$ cat src/rtl/sram_row_streamer.sv
// sram_row_streamer: reads num_rows consecutive (or strided) rows from a single-port SRAM
// and presents them as a valid/ready stream, buffered by a small FIFO so the sink can stall.
//
// Optional feature: define SRAM_STRM_STRIDE_EN to add the stride input (address step
// sampled with start). Without it the address steps by 1.
//
// Ports:
//   CLK, RSTn            clock, asynchronous active-low reset
//   start                one-cycle launch pulse (ignored while busy)
//   base_addr, num_rows  first row and row count, sampled with start
//   stride               address step, sampled with start (SRAM_STRM_STRIDE_EN only)
//   busy, done           transfer in progress / one-cycle completion pulse
//   CSn, WEn, ADDR       SRAM control (read only, WEn tied high)
//   BE, D_in             SRAM bit enable (all ones) and write data (all zeros)
//   D_out                SRAM read data, valid in the cycle CSn=0
//   m_valid, m_ready     stream handshake
//   m_data, m_last       stream row data and final-row marker
module sram_row_streamer #(
    parameter int unsigned BWIDTH     = 256,
    parameter int unsigned AWIDTH     = 10,
    parameter int unsigned FIFO_DEPTH = 2
) (
    input  logic              CLK,
    input  logic              RSTn,
    input  logic              start,
    input  logic [AWIDTH-1:0] base_addr,
    input  logic [AWIDTH:0]   num_rows,
`ifdef SRAM_STRM_STRIDE_EN
    input  logic [AWIDTH-1:0] stride,
`endif
    output logic              busy,
    output logic              done,
    output logic              CSn,
    output logic              WEn,
    output logic [AWIDTH-1:0] ADDR,
    output logic [BWIDTH-1:0] BE,
    output logic [BWIDTH-1:0] D_in,
    input  logic [BWIDTH-1:0] D_out,
    output logic              m_valid,
    input  logic              m_ready,
    output logic [BWIDTH-1:0] m_data,
    output logic              m_last
);

    localparam int unsigned PW = (FIFO_DEPTH > 1) ? $clog2(FIFO_DEPTH) : 1;
    localparam int unsigned CW = $clog2(FIFO_DEPTH + 1);
    localparam logic [AWIDTH:0] ONE_ROW = 1;
    localparam logic [PW-1:0] LAST_PTR = PW'(FIFO_DEPTH - 1);

    typedef enum logic [1:0] {StIdle, StRun, StDrain} state_e;

    state_e            state_q;
    logic [AWIDTH-1:0] addr_q;
    logic [AWIDTH:0]   left_q;
    logic [PW-1:0]     wr_ptr_q;
    logic [PW-1:0]     rd_ptr_q;
    logic [CW-1:0]     count_q;
    logic              done_q;
    logic [BWIDTH-1:0] mem_q [FIFO_DEPTH];
    logic [FIFO_DEPTH-1:0] last_q;
    logic [AWIDTH-1:0] step;

    logic issue;
    logic pop;
    logic final_issue;

`ifdef SRAM_STRM_STRIDE_EN
    logic [AWIDTH-1:0] step_q;
    assign step = step_q;
`else
    assign step = {{(AWIDTH-1){1'b0}}, 1'b1};
`endif

    // Read data is combinational off the SRAM, so a read is in flight only during its own
    // cycle; occupancy alone bounds issue and the FIFO can never overflow.
    always_comb begin
        issue       = (state_q == StRun) && (count_q < CW'(FIFO_DEPTH));
        pop         = (count_q != '0) && m_ready;
        final_issue = issue && (left_q == ONE_ROW);
    end

    function automatic logic [PW-1:0] next_ptr(input logic [PW-1:0] p);
        return (p == LAST_PTR) ? '0 : p + PW'(1);
    endfunction

    always_ff @(posedge CLK or negedge RSTn) begin
        if (!RSTn) begin
            state_q  <= StIdle;
            addr_q   <= '0;
            left_q   <= '0;
            wr_ptr_q <= '0;
            rd_ptr_q <= '0;
            count_q  <= '0;
            done_q   <= 1'b0;
            last_q   <= '0;
`ifdef SRAM_STRM_STRIDE_EN
            step_q   <= '0;
`endif
        end else begin
            done_q <= 1'b0;
            unique case (state_q)
                StIdle: begin
                    if (start) begin
                        if (num_rows == '0) begin
                            done_q <= 1'b1;
                        end else begin
                            addr_q  <= base_addr;
                            left_q  <= num_rows;
`ifdef SRAM_STRM_STRIDE_EN
                            step_q  <= stride;
`endif
                            state_q <= StRun;
                        end
                    end
                end
                StRun: begin
                    if (issue) begin
                        addr_q <= addr_q + step;
                        left_q <= left_q - ONE_ROW;
                        if (final_issue) state_q <= StDrain;
                    end
                end
                StDrain: begin
                    // The final row is pushed on the edge that enters this state, so the
                    // last beat always leaves from here.
                    if (pop && m_last) begin
                        state_q <= StIdle;
                        done_q  <= 1'b1;
                    end
                end
                default: state_q <= StIdle;
            endcase

            if (issue) begin
                last_q[wr_ptr_q] <= final_issue;
                wr_ptr_q         <= next_ptr(wr_ptr_q);
            end
            if (pop) rd_ptr_q <= next_ptr(rd_ptr_q);
            unique case ({issue, pop})
                2'b10:   count_q <= count_q + CW'(1);
                2'b01:   count_q <= count_q - CW'(1);
                default: count_q <= count_q;
            endcase
        end
    end

    // Row storage needs no reset: m_data is masked while the FIFO is empty.
    always_ff @(posedge CLK) begin
        if (issue) mem_q[wr_ptr_q] <= D_out;
    end

    always_comb begin
        busy    = (state_q != StIdle);
        done    = done_q;
        CSn     = ~issue;
        WEn     = 1'b1;
        ADDR    = addr_q;
        BE      = '1;
        D_in    = '0;
        m_valid = (count_q != '0);
        m_data  = m_valid ? mem_q[rd_ptr_q] : '0;
        m_last  = m_valid & last_q[rd_ptr_q];
    end

endmodule

$ cat config.mk
export PLATFORM = sky130hd
export DESIGN_NAME = sram_row_streamer
export DESIGN_NICKNAME = d
export VERILOG_FILES = /design/src/rtl/sram_row_streamer.sv
export SDC_FILE = /design/constraint.sdc
export NUM_CORES = 1
export LEC_CHECK = 0
export ABC_AREA = 1
export CORE_AREA = 3 3 409 411
export CTS_CLUSTER_DIAMETER = 50
export DETAILED_ROUTE_END_ITERATION = 12
export DIE_AREA = 0 0 412 414
export PLACE_DENSITY = 0.4
export SYNTH_ARGS = -nofsm -noshare
export SYNTH_HDL_FRONTEND = slang
export SYNTH_SLANG_ARGS = --single-unit
$ cat constraint.sdc
create_clock -name CLK -period 11.51 [get_ports CLK]
set_input_delay 1.7265 -clock CLK [delete_from_list [all_inputs] [get_ports CLK]]
set_output_delay 1.7265 -clock CLK [all_outputs]
set_load 0.03 [all_outputs]
## Word level (Yosys, flattened, before mapping)

Memories as Yosys holds them, arrays and structs flattened.
Cells that the tools add are included.

- $add $sub $neg: 6
- $lt $le $gt $ge: 4
- Eq/ne operators: 10
- Mux-type cells: 29
- Bitwise gates (word level): 2
- Reduce and logical (&&, ||, !) cells: 13

Operators with widths:

| cell | count |
|---|---|
| two-way mux 256 bit | 1 |
| two-way mux 11 bit | 3 |
| two-way mux 10 bit | 3 |
| one-hot mux 11 bit (2 select lines) | 1 |
| one-hot mux 10 bit (2 select lines) | 1 |
| equality test 11 x 1 -> 1 bit (second input constant) | 1 |
| logical NOT 11 bit | 1 |
| subtractor 11 x 1 -> 11 bit (second input constant) | 1 |
| adder 10 x 1 -> 10 bit (second input constant) | 1 |
| two-way mux 1 bit | 10 |
| two-way mux 2 bit | 5 |
| != test 2 bit (second input constant) | 5 |
| nonzero test 2 bit | 4 |
| one-hot mux 2 bit (3 select lines) | 1 |
| logical AND 1 bit | 5 |
| AND reduction 5 bit | 1 |
| equality test 2 x 1 -> 1 bit (second input constant) | 2 |
| equality test 2 bit (second input constant) | 2 |
| < comparator 1 x 2 -> 1 bit (second input constant) | 2 |
| one-hot mux 2 bit (2 select lines) | 1 |
| AND reduction 4 bit | 1 |
| adder 1 bit (second input constant) | 2 |
| adder 2 x 1 -> 2 bit (second input constant) | 1 |
| bitwise mux 2 bit | 1 |
| other kinds (8) | 8 |

- Flip-flop bits (word level): 30
- Memory bits (writable): 512
- Bits of input ports: 281
- Output and inout bits: 784
- Logic and storage cells: 73
- Memories: 1

Memories:

| name | depth | width | rd ports | clocked after memory_dff | wr ports | RTL line | text |
|---|---|---|---|---|---|---|---|
| mem_q | 2 | 256 | 1 | 0 | 1 | 59 | `logic [BWIDTH-1:0] mem_q [FIFO_DEPTH];` |

## Longest topological paths before layout

- Depth after elaboration: 6
- Depth in mapped cells: 10
- Gate-level depth less buffers: 9

## Worst setup path before layout

Ideal clock, no wire load.

- Path type: register -> register
- Start: register state_q[0]
- End: register last_q[0]
- Setup time: 0.136 ns
- Arrival time: 12.549 ns
- Required time: 11.374 ns
- Setup slack: -1.175 ns
- Stages on the path, launching flop included: 7
- Path buffers: 1
- Clock period less this slack: 12.685 ns
- Path through: dfrtp_1 > buf_6 > nand3_1 > nor2_1 > inv_1 > nand2_1 > o21ai_0

- Cells in the longest elaborated chain, start to end: 4

Ends and longest elaborated chain:

| element | RTL line | text |
|---|---|---|
| start: declaration | 52 | `state_e state_q;` |
| start signal: assignment | 88 | `state_q <= StIdle;` |
| start signal: assignment | 112 | `state_q <= StRun;` |
| start signal: assignment | 120 | `if (final_issue) state_q <= StDrain;` |
| equality test 2 x 1 -> 1 bit (*) | 77 | `issue = (state_q == StRun) && (count_q < CW'(FIFO_DEPTH));` |
| logical AND 1 bit (*) | 77 |  |
| logical AND 1 bit | 79 | `final_issue = issue && (left_q == ONE_ROW);` |
| bitwise mux 2 bit | 135 | `last_q[wr_ptr_q] <= final_issue;` |
| end signal: indexed assignment | 135 |  |
| end: declaration | 60 | `logic [FIFO_DEPTH-1:0] last_q;` |

Every way passes the cells marked *; elsewhere a longest branch is shown, timed or not.
A chain may end at the register's enable or synchronous reset.

## Worst setup path in the final report

- Start: register rd_ptr_q
- End: output m_data[116]

- Cells in the longest elaborated chain, start to end: 2

Ends and longest elaborated chain:

| element | RTL line | text |
|---|---|---|
| start: declaration | 56 | `logic [PW-1:0] rd_ptr_q;` |
| start signal: assignment | 138 | `if (pop) rd_ptr_q <= next_ptr(rd_ptr_q);` |
| memory (2 x 256 bit) | n/a |  |
| two-way mux 256 bit | 161 | `m_data = m_valid ? mem_q[rd_ptr_q] : '0;` |
| end: declaration | 41 | `output logic [BWIDTH-1:0] m_data,` |

Every way passes these cells.

==> results by group <==
Critical path
  • Crit-path cells: buf_4 > buf_4 > nand2_1 > a21oi_1 > clkdlybuf4s50_1
  • Worst Path Class, Setup: reg -> out
  • Max incr delay on CP: 0.77 ns
  • Crit. Startpoint: rd_ptr_q
  • Crit-path leading delay family: buffers and inverters
  • Slowest-stage cell, CP: clkdlybuf4s50_1
  • CP Max Fanout: 68
  • CP dominant cell by count: buf_4
  • Reg-to-reg startpoint: state_q[0]
  • Crit end category: primary output
  • Critical path startpoint category: flip-flop
  • Critical path data arrival time: 3.89 ns
  • Worst path required time: 9.78 ns
  • Crit path buffers/inverters: 3

Power and ir drop
  • Sw Pwr: 0.00460 W
  • Sequential Power Share: 30.0%
  • Combinational cell fraction of total power: 47.3%
  • Clock share of power: 22.7%
  • P_int: 0.00600 W
  • Pwr/cell area: 316 nW/µm²
  • Tot Pwr: 0.0106 W
  • Peak supply drop: 0.173 mV
  • Sw Ratio: 43.4%
  • Leak: 12.4 nW

STA
  • RSZ-0062 raised after global routing: false
  • Worst Clk Skew: 0.0392 ns
  • Worst slew pin tran: 1.19 ns
  • Min cycle time layout: 5.62 ns
  • Total negative setup slack: 0 ns
  • Slew HR: 20.7%
  • Max-slew violations: 0
  • Endpoints failing setup: 0
  • Min Hold Slack: 0.502 ns
  • F_max: 178 MHz
  • Tcrit/Tclk final: 48.8%
  • Setup slack after layout: 5.89 ns
  • Fin. Hold Viols: 0

Route
  • Initial DRC Count: 825
  • Post-Route WL: 77.7 mm
  • Avg Vias per Cell: 3.17
  • Via count: 15794
  • WL/cell: 15.6 µm
  • Total iterations of the first detailed-routing run: 5
  • Antenna viol nets, final: 0
  • Drt drc: 0

Floorplanning
  • Die X: 412 µm
  • Core Rows: 149
  • Die area: 171000 µm²
  • Starting Density: 15.1%
  • Core area: 164000 µm²
  • Die Height: 414 µm
  • # IOs: 1065

Clock network
  • TritonCTS clock tree: yes
  • H-tree levels: 3
  • CTS Buffer Depth: 3
  • CTS Buf Count: 75
  • Worst-path clk slew: 0.06 ns
  • Clock insertion delay at the later pin of the skew report: 0.67 ns
  • Post-CTS Setup Bufs: 0
  • Post-CTS Hold Fix Bufs: 0
  • CTS resizes: 0
  • # clock sinks: 542
  • Clk root buf: clkbuf_16

Global route
  • Initial antenna violation count: 37
  • Tot GR Track Use: 8.68%
  • Largest net degree at the start of global routing: 165
  • Global route overflow: 0
  • First-pass GRT wire length: 108 mm
  • Vias in the first global route: 14944

Place
  • Gpl congestion: 0.729
  • Place WS: 6.54 ns
  • I/O Buffers: 551
  • Placed cells: 4834
  • Hpwl dp: 52.1 mm

Synthesis
  • Synthesis-stage register bit count: 542
  • Mean post-synth cell area: 11.4 µm²
  • Ys flop type: edfxtp_1
  • Ys async rst share: 5.54%
  • Register area share after synthesis: 65.0%
  • Synthesized area: 24800 µm²
  • Number of flops mapped to enable cells by yosys: 512
  • Post-synthesis cell type count: 32
  • YS warnings: 0
  • Cell count after synthesis: 2175

Hold path
  • Hold Crit Start: last_q[0]
  • Worst min path class: reg -> reg

Final layout
  • Most frequent cells in the layout: nand2_1, clkdlybuf4s50_1, conb_1, edfxtp_1, a21oi_1
  • P&R area growth vs syn: 35.1%
  • Layout cell share with drive strength beyond 1: 5.25%
  • Fin nets: 3007
  • Commonest non-fill, non-tap cell in the layout: nand2_1
  • Fill count: 17776
  • Finished Layout Cells: 4987

Job
  • Max-cap viol count: 0

Status
  • Run status: finished clean
-- final timing paths --
check | endpoint | slack (ns) | cells after the start
min reg2reg | last_q[0] | 0.50 | 2
min | last_q[0] | 0.50 | 2
min in group asynchronous | ADDR[0] | 1.47 | 2
max in group asynchronous | last_q[1] | 9.68 | 2
max reg2reg | mem_q[0][30] | 7.50 | 4
max | m_data[116] | 5.89 | 5
-- cells in the mapped netlist, types with 2 or more instances --
master | count | area share (%)
nand4_1 | 5 | 0.13
conb_1 | 2 | 0.030
edfxtp_1 | 512 | 62
dfrtp_1 | 30 | 3.0
nand2_2 | 3 | 0.076
clkbuf_1 | 22 | 0.33
buf_1 | 6 | 0.091
or2_2 | 3 | 0.076
inv_1 | 30 | 0.45
nand3_1 | 25 | 0.50
xor2_1 | 2 | 0.071
nand3b_1 | 2 | 0.061
o21ai_2 | 4 | 0.14
nand2_1 | 620 | 9.4
buf_2 | 60 | 1.2
nor2_1 | 40 | 0.61
nor2_4 | 2 | 0.091
a21oi_1 | 260 | 5.2
buf_6 | 3 | 0.14
o21ai_0 | 16 | 0.32
ha_1 | 4 | 0.20
buf_4 | 514 | 16
-- logic make-up (layout without fill, tap and decap cells) --
group | Yosys count | in the layout | synth area share [%]
other | 2 | 529 | 0.0303
xor gates and xnor gates | 3 | 3 | 0.106
AOI/OAI and AO/OA | 284 | 284 | 5.82
and+or+nand+nor | 704 | 704 | 11.0
adders and majority gates | 4 | 4 | 0.202
buffers and inverters | 636 | 732 | 17.8
DFF | 542 | 542 | 65.0
-- power groups by stage --
stage	Clock, W	Sequential [W]	Combinational, W
after floorplan	0	0.00337	0.00311
after global placement	0	0.00321	0.00516
after detailed placement	0	0.00322	0.00514
after CTS	0.00249	0.00318	0.00517
after global routing	0.00257	0.00324	0.00541
final	0.00241	0.00318	0.00501
-- layer usage --
metal	GRT usage (%)	up-vias	share of wire, %
li1	-	7425	-
met5	0	-	0.30
met1	8.16	7517	33
met2	15.8	688	53
met3	4.35	130	11
met4	3.52	34	2.5
-- state kept, by name (all words and copies together) (netlist names) --
name / count
mem_q: 512
left_q: 11
ADDR: 10
count_q: 2
last_q: 2
state_q: 2
done: 1
rd_ptr_q: 1
wr_ptr_q: 1
-- layout make-up --
type / count / area [µm²] / share of cell area [%]
sequential: 542 / 16100 / 48.1
multi-input combinational: 1508 / 6200 / 18.5
timing repair buffer: 564 / 5660 / 16.9
tap: 2189 / 2740 / 8.17
clock buffer: 93 / 1990 / 5.92
clock inverter: 44 / 631 / 1.88
inverter: 31 / 134 / 0.399
antenna: 16 / 40.0 / 0.119
-- worst reg2reg max path: stages (launching register included) --
cell     delay (ns)
dfrtp_1        0.66
nand3_1        0.46
nor2_4         0.83
buf_4          0.75
buf_4          0.87
-- stage by stage --
stage	cell area (µm²)	utilization, %
after CTS	33500	20.4
final	33500	20.4
after global routing	33500	20.4
after floorplan	26700	-
after detailed placement	30900	18.8
after global placement	30900	18.8
(Power assumes the default switching activity.)
